--- config.mk ---
export PLATFORM = sky130hd
export DESIGN_NAME = mat_mul_sched
export DESIGN_NICKNAME = d
export VERILOG_FILES = /design/src/rtl/mat_mul_sched.sv
export SDC_FILE = /design/constraint.sdc
export NUM_CORES = 1
export LEC_CHECK = 0
export ABC_AREA = 0
export BUFFER_PORTS_ARGS = -buffer_cell sky130_fd_sc_hd__buf_2
export CORE_MARGIN = 5
export CORE_UTILIZATION = 45
export CTS_CLUSTER_DIAMETER = 200
export DETAILED_ROUTE_END_ITERATION = 16
export MAX_ROUTING_LAYER = met4
export PLACE_DENSITY_LB_ADDON = 0.12
export SYNTH_ARGS = -nofsm -noshare
export SYNTH_HDL_FRONTEND = slang
export SYNTH_SLANG_ARGS = --single-unit
--- constraint.sdc ---
create_clock -name clk -period 5.8 [get_ports clk]
set_input_delay 0.29 -clock clk [delete_from_list [all_inputs] [get_ports clk]]
set_output_delay 0.29 -clock clk [all_outputs]
set_load 0.1 [all_outputs]
--- src/rtl/mat_mul_sched.sv ---
// Sequencing controller for the matrix-multiply datapath.
// It issues all DIM*DIM (row, col) dot-product jobs into the multiplier and
// adder-tree pipe and counts the jobs that are still in flight. It turns the
// returning write enables into result-memory addresses and pulses done when
// the last result is written.
module mat_mul_sched #(
    parameter int DIM      = 8,
    parameter int IDX_W    = 3,
    parameter int PIPE_LAT = 4,
    parameter int CNT_W    = 7
) (
    input  logic               clk,
    input  logic               rst_n,
    input  logic               start,
    input  logic               operand_rdy,
    input  logic               pipe_we_out,
    output logic               issue_we,
    output logic [IDX_W-1:0]   row_idx,
    output logic [IDX_W-1:0]   col_idx,
    output logic               res_we,
    output logic [2*IDX_W-1:0] res_addr,
    output logic               busy,
    output logic               done,
    output logic               err_spurious
);

    // The scheduler matches returns to jobs by count, so it never needs the
    // pipe latency. The latency is kept only as a record of the pipe depth.
    localparam int PIPE_LAT_UNUSED = PIPE_LAT;

    localparam logic [CNT_W-1:0] LAST_JOB = CNT_W'(DIM * DIM - 1);
    localparam logic [CNT_W-1:0] CNT_ONE  = CNT_W'(1);

    typedef enum logic [1:0] {
        IDLE  = 2'd0,
        ISSUE = 2'd1,
        DRAIN = 2'd2,
        DONE  = 2'd3
    } state_t;

    state_t             state_reg, state_next;
    logic [CNT_W-1:0]   issue_cnt_reg, issue_cnt_next;
    logic [CNT_W-1:0]   rcv_cnt_reg, rcv_cnt_next;
    logic [CNT_W-1:0]   inflight_reg, inflight_next;
    logic               busy_reg, done_reg;
    logic               res_we_reg;
    logic [2*IDX_W-1:0] res_addr_reg;
    logic               err_reg;

    logic issue_fire;
    logic ret_accept;
    logic ret_spurious;
    logic start_accept;

    // Qualify the raw handshakes. A return counts only while a pass is running
    // and at least one job is still in the pipe. Every other return is spurious.
    always_comb begin
        start_accept = (state_reg == IDLE) && start;
        issue_fire   = (state_reg == ISSUE) && operand_rdy;
        ret_accept   = pipe_we_out && (inflight_reg != '0)
                       && ((state_reg == ISSUE) || (state_reg == DRAIN));
        ret_spurious = pipe_we_out && !ret_accept;
    end

    // Next-state and counter update. The final accepted return forces DONE.
    // This gives it priority over the ISSUE->DRAIN move, so done always
    // coincides with the 64th result write.
    always_comb begin
        state_next     = state_reg;
        issue_cnt_next = issue_cnt_reg;
        rcv_cnt_next   = rcv_cnt_reg;
        inflight_next  = inflight_reg;

        case (state_reg)
            IDLE: begin
                if (start) begin
                    state_next     = ISSUE;
                    issue_cnt_next = '0;
                    rcv_cnt_next   = '0;
                    inflight_next  = '0;
                end
            end
            ISSUE: begin
                if (issue_fire) begin
                    issue_cnt_next = issue_cnt_reg + CNT_ONE;
                    if (issue_cnt_reg == LAST_JOB) begin
                        state_next = DRAIN;
                    end
                end
            end
            DRAIN: begin
                state_next = DRAIN;
            end
            DONE: begin
                state_next = IDLE;
            end
            default: begin
                state_next = IDLE;
            end
        endcase

        if (ret_accept) begin
            rcv_cnt_next = rcv_cnt_reg + CNT_ONE;
            if (rcv_cnt_reg == LAST_JOB) begin
                state_next = DONE;
            end
        end

        // An issue and a return in the same cycle cancel out.
        if (issue_fire && !ret_accept) begin
            inflight_next = inflight_reg + CNT_ONE;
        end else if (!issue_fire && ret_accept) begin
            inflight_next = inflight_reg - CNT_ONE;
        end
    end

    // State register and job counters.
    // busy and done are registered together with the state.
    always_ff @(posedge clk or negedge rst_n) begin
        if (!rst_n) begin
            state_reg     <= IDLE;
            issue_cnt_reg <= '0;
            rcv_cnt_reg   <= '0;
            inflight_reg  <= '0;
            busy_reg      <= 1'b0;
            done_reg      <= 1'b0;
        end else begin
            state_reg     <= state_next;
            issue_cnt_reg <= issue_cnt_next;
            rcv_cnt_reg   <= rcv_cnt_next;
            inflight_reg  <= inflight_next;
            busy_reg      <= (state_next == ISSUE) || (state_next == DRAIN);
            done_reg      <= (state_next == DONE);
        end
    end

    // Result-memory write port and the sticky spurious-return flag.
    // Results come back in issue order, so the receive count is the address.
    always_ff @(posedge clk or negedge rst_n) begin
        if (!rst_n) begin
            res_we_reg   <= 1'b0;
            res_addr_reg <= '0;
            err_reg      <= 1'b0;
        end else begin
            res_we_reg <= ret_accept;
            if (ret_accept) begin
                res_addr_reg <= rcv_cnt_reg[2*IDX_W-1:0];
            end
            if (start_accept) begin
                err_reg <= 1'b0;
            end else if (ret_spurious) begin
                err_reg <= 1'b1;
            end
        end
    end

    // Column index changes fastest: the low index bits are col, the next bits are row.
    always_comb begin
        issue_we     = issue_fire;
        row_idx      = issue_cnt_reg[2*IDX_W-1:IDX_W];
        col_idx      = issue_cnt_reg[IDX_W-1:0];
        res_we       = res_we_reg;
        res_addr     = res_addr_reg;
        busy         = busy_reg;
        done         = done_reg;
        err_spurious = err_reg;
    end

endmodule

==> flow_summary.toml, run 1 <==
[run_status]
status = "complete, no violations"

[synthesis]
synth-main-ff-cell = "dfrtp_1"
synth_commonest_cells = "nand2_1, dfrtp_1, nor2_1"
synth_warnings = 0
synth_enable_flop_cells = 0
synth_area_mm2 = 0.00180
synth-seq-cells = 33
ys_seq_area_share_pct = 46.0
synth_cell_types = 40
syn_inst = 204
synth_area_leaders = "dfrtp_1, nand2_1, ha_1"
syn-num-nets = 217
avgSynthCellArea_um2 = 8.80
synth-async-reset-ratio_pct = 100
synth.most_common_cell = "nand2_1"
yosysTopAreaCell = "dfrtp_1"
netlist.area_leader.share_pct = 46.0

[finish]
nNetsFinal = 232
fin_area_mm2 = 0.00199
multi_input_area_um2 = 855
layout-drive-gt1-share_pct = 15.5
antennaDiodeCount = 0
ff_latch_area_um2 = 826
fill_cells = 359
syn_to_final_growth_pct = 11.1

[timing]
max_freq_mhz = 391
worst_slew_pin_slew_ns = 0.736
fin_crit_sh_pct = 44.1
hold_viol = 0
fin_crit_ns = 2.56
relSlewSlack_pct = 51.0
slew_violations = 0
finClkSkew_ns = 0.00498
rsz0062_at_grt = "no"
fin_ws_ns = 3.24
fin_setup_tns_ns = 0
setup_viol = 0

[floorplanning]
initial_core_util_pct = 45.5
fp.dieH_um = 73.2
dieArea_mm2 = 0.00535
io_pins = 22
num_rows = 23
die_w_um = 73.2
coreArea_mm2 = 0.00394

[setup_path]
setup.worst_path.start_class = "register"
worst_setup_path_end_kind = "output pin"
critical_path_buf_inv_count = 3
cp_slowest_cell = "buf_2"
cp.required_ns = 5.51
path_delay_family = "buffers and inverters"
crit_fanout = 16
crit_arrival_ns = 2.27
crit_type = "register to output pin"
critPathMostFrequentCell = "inv_1"
cp_cell_sequence = "inv_1, ha_1, nand2_1, inv_1, buf_2"
slowest_delay_ns = 0.50

[drt]
wl_um = 3810
drc = 0
wl_met2_um = 1840
wire_per_inst_um = 14.1
firstDrtPassIters = 4
vias_per_cell = 5.51
top_layer = "met4"
dr.first_iter.drc_count = 111
ant_nets = 0
route.vias.total = 1488
wl_met3_um = 135
wirelength_met1_um = 1780

[global_route]
antenna_found_initial = 0
overflow = 0
grt_first_pass_wirelength_um = 6480
grt_pass1_vias = 1437
grt_usage_pct = 16.2
grt_max_degree = 34

[clocking]
cts_sinks = 33
ctsResizeCount = 0
root_buffer = "clkbuf_8"
clock_path_buffers = 2
htreeDepth = 2
holdBufCountCts = 0
post-cts-setup-buffers = 0
cts_tree = "done"
numCtsBuffers = 5
clk_pin_slew_ns = 0.07
worstSkewPairLatency_ns = 0.29

[placement]
io_buffers = 21
postPlaceCellArea_mm2 = 0.00187
hpwlAfterDp_um = 2700
gp_congestion = 0.980
pre_cts_ws_ns = 3.53

[worst_hold_path]
hp-class = "input pin to async pin"

[power]
p_per_area_mw_per_mm2 = 546
total_power_w = 0.00109
power_leakage_nw = 0.986
ir_worst_vdd_mv = 0.360

[job]
max_cap_violations = 0
-- final timing paths --
| path | endpoint | slack (ns) | start | depth (start not counted) |
|---|---|---|---|---|
| worst min-delay path | res_addr[5] | 0.06 | rst_n | 1 |
| min in group clk | err_spurious | 0.28 | pipe_we_out | 3 |
| worst max register to register | busy | 3.51 | state_reg[0] | 7 |
| max in group asynchronous | res_we | 5.27 | rst_n | 1 |
| worst max-delay path | issue_we | 3.24 | state_reg[1] | 5 |
| worst min register to register | res_addr[2] | 0.48 | res_addr[2] | 2 |
-- routing by layer --
| layer | global-route usage (%) | vias to the layer above |
|---|---|---|
| met1 | 19.3 | 724 |
| met4 | 5.74 | 0 |
| met5 | - | - |
| li1 | - | 731 |
| met3 | 4.55 | 7 |
| met2 | 26.0 | 26 |
-- where the power goes --
part	switching (W)	leakage [nW]	total [W]	internal, W
Clock	0.0000857	0.0574	0.000225	0.000140
Combinational	0.000404	0.486	0.000527	0.000123
Sequential	0.0000543	0.442	0.000338	0.000283
Total	0.000544	0.986	0.00109	0.000546
-- placed cells by master, fill, tap and decap left out, drive strengths merged, types with 2 or more instances in the layout --
cell and instances:
a21o 3, a21oi 8, and2 3, and3 4, buf 21, clkbuf 6, dfrtp 33, ha 8
inv 7, nand2 38, nand3 11, nand4 3, nor2 22, nor3 5, nor4b 2, o21ai 19
o221ai 2, o22ai 3, o31ai 2, xnor2 3, xor2 3
-- kinds of logic after synthesis --
family	Yosys count	share of synthesized area [%]
flip-flops	33	46.0
AO/OA/AOI/OAI	44	14.8
adder cells (fa/ha/maj)	8	5.58
buffers and inverters	20	6.41
XOR/XNOR	6	2.93
multiplexers	1	0.558
AND/OR/NAND/NOR	92	23.8
-- final cells by class --
type                       count  share of cell area (%)
clock buffer                   6                    4.14
clock inverter                 2                    1.88
inverter                       7                    1.32
multi-input combinational    151                    42.8
sequential                    33                    41.4
tap                           50                    3.14
timing repair buffer          21                    5.27
-- metrics by stage --
stage | cells | hold WS, ns | util (%)
final | 270 | 0.0606 | 50.6
after global routing | 270 | 0.121 | 50.6
after CTS | 270 | 0.0845 | 50.6
after detailed placement | 262 | 0.401 | 47.5
after global placement | 262 | 0.389 | 47.5
after floorplan | 204 | -0.00559 | -
(Power assumes the default switching activity.)
==> inputs of run 2 (changes only) <==
clock period = 2.49 ns   (was 5.8 ns; I/O delays follow)
==> run 2 against run 1 <==
  * Global-route usage rose by 0.51 points
  * Clock skew rose by 0.0022 ns
  * Flip-flop and latch count did not move
  * Worst setup slack got worse by 2.9 ns
  * Die area did not move
  * Critical path depth rose by 2
  * Total power rose by 130%
  * Clock power rose by 130%
  * Core utilization rose by 0.63 points
  * Cell area rose by 1.3%
  * Sequential share of layout area fell by 0.51 points
  * Critical endpoint is now busy
==> flow_summary.toml, run 2 (same netlist as run 1, synthesis figures left out) <==
[run_status]
status = "complete, no violations"

[global_route]
overflow = 0
grt_usage_pct = 16.7
grt_pass1_vias = 1537
antenna_found_initial = 0
grt_max_degree = 34
grt_first_pass_wirelength_um = 6750

[clocking]
clock_path_buffers = 2
cts_tree = "done"
cts_sinks = 33
clk_pin_slew_ns = 0.07
worstSkewPairLatency_ns = 0.29
post-cts-setup-buffers = 0
numCtsBuffers = 5
root_buffer = "clkbuf_8"
htreeDepth = 2

[placement]
postPlaceCellArea_mm2 = 0.00189
pre_cts_ws_ns = 0.375
hpwlAfterDp_um = 2720
gp_congestion = 0.929
io_buffers = 21

[floorplanning]
initial_core_util_pct = 45.5
num_rows = 23
die_w_um = 73.2
fp.dieH_um = 73.2
coreArea_mm2 = 0.00394
io_pins = 22
dieArea_mm2 = 0.00535

[timing]
fin_crit_ns = 2.13
rsz0062_at_grt = "no"
relSlewSlack_pct = 51.1
worst_slew_pin_slew_ns = 0.733
max_freq_mhz = 470
hold_viol = 0
fin_ws_ns = 0.365
setup_viol = 0
fin_crit_sh_pct = 85.4
slew_violations = 0
fin_setup_tns_ns = 0
finClkSkew_ns = 0.00718

[worst_hold_path]
hp-class = "input pin to register"
hold_start = "pipe_we_out"

[drt]
vias_per_cell = 5.53
ant_nets = 0
wl_um = 3770
top_layer = "met4"
wl_met2_um = 1810
drc = 0
wl_met3_um = 171
wirelength_met1_um = 1720
route.vias.total = 1510
dr.first_iter.drc_count = 90
wire_per_inst_um = 13.8
firstDrtPassIters = 4

[power]
total_power_w = 0.00255
p_per_area_mw_per_mm2 = 1260
ir_worst_vdd_mv = 1.23
power_leakage_nw = 0.999

[setup_path]
crit_type = "register to register"
worst_setup_path_end_kind = "register"
r2r_start = "inflight_reg[0]"
critPathMostFrequentCell = "ha_1"
crit_fanout = 9
cp_slowest_cell = "dfrtp_1"
slowest_delay_ns = 0.44
setup.worst_path.start_class = "register"
cp.required_ns = 2.67
worstSetupStartpoint = "inflight_reg[0]"
crit_arrival_ns = 2.30
cp_cell_sequence = "inv_1, ha_1, nor4b_2, a21o_2, or3_1, o21ai_0, ha_1"

[job]
max_cap_violations = 0

[finish]
fill_cells = 370
antennaDiodeCount = 0
final_cell_mix = "nand2_1, dfrtp_1, nor2_1, buf_2, o21ai_0"
nNetsFinal = 235
layout-drive-gt1-share_pct = 16.1
layout_commonest_cell = "nand2_1"
syn_to_final_growth_pct = 12.5
fin_area_mm2 = 0.00202
run 2: changes by cell type in the layout (fill, tap and decap cells not counted):
cell           before  now
buf_4               0    2
dlygate4sd3_1       0    1
run 2: final cells by class:
class | count | area [um2] | share of cell area (%)
Timing Repair Buffer | 24 | 130 | 6.44
Clock buffer | 6 | 82.6 | 4.09
Inverter | 7 | 26.3 | 1.30
Multi-Input combinational cell | 151 | 855 | 42.3
Tap cell | 50 | 62.6 | 3.10
Sequential cell | 33 | 826 | 40.9
Clock inverter | 2 | 37.5 | 1.86
run 2: final timing paths:
path / slack, ns / endpoint / cells after the start
worst min register to register: 0.47 / res_addr[5] / 2
worst max register to register: 0.36 / busy / 7
min in group asynchronous: 0.42 / issue_cnt_reg[2] / 2
max in group asynchronous: 1.58 / issue_cnt_reg[0] / 2
worst min-delay path: 0.13 / err_spurious / 3
worst max-delay path: 0.36 / busy / 7
run 2: layer usage:
metal / up-vias / GRT usage [%]
li1: 733 / -
met1: 730 / 20.3
met2: 41 / 25.4
met3: 6 / 4.68
met4: 0 / 7.99
met5: - / -
run 2: what timing repair did:
action,in CTS,in global routing
endpoints found under the hold margin,33,0
hold buffers,1,0
gates resized for setup,0,0
run 2: worst max-delay path, delay by kind of cell (launching register included):
kind / cells / cell delay [ns]
AOI/OAI and AO/OA: 2 / 0.42
adders and majority gates: 2 / 0.51
buffers and inverters: 1 / 0.07
DFF: 1 / 0.44
and+or+nand+nor: 2 / 0.57
run 2: report_power, final:
group / internal (W) / switching, W / leakage [nW]
combinational: 0.000300 / 0.000936 / 0.499
clock: 0.000325 / 0.000202 / 0.0574
sequential: 0.000660 / 0.000128 / 0.442
run 2: through the flow:
| stage | hold WS, ns | util [%] | instances |
|---|---|---|---|
| 2_1_floorplan | -0.171 | - | 204 |
| 3_3_place_gp | 0.222 | 47.9 | 264 |
| 3_5_place_dp | 0.232 | 47.9 | 264 |
| 4_1_cts | 0.121 | 51.2 | 273 |
| 5_1_grt | 0.117 | 51.2 | 273 |
| 6_report | 0.126 | 51.2 | 273 |
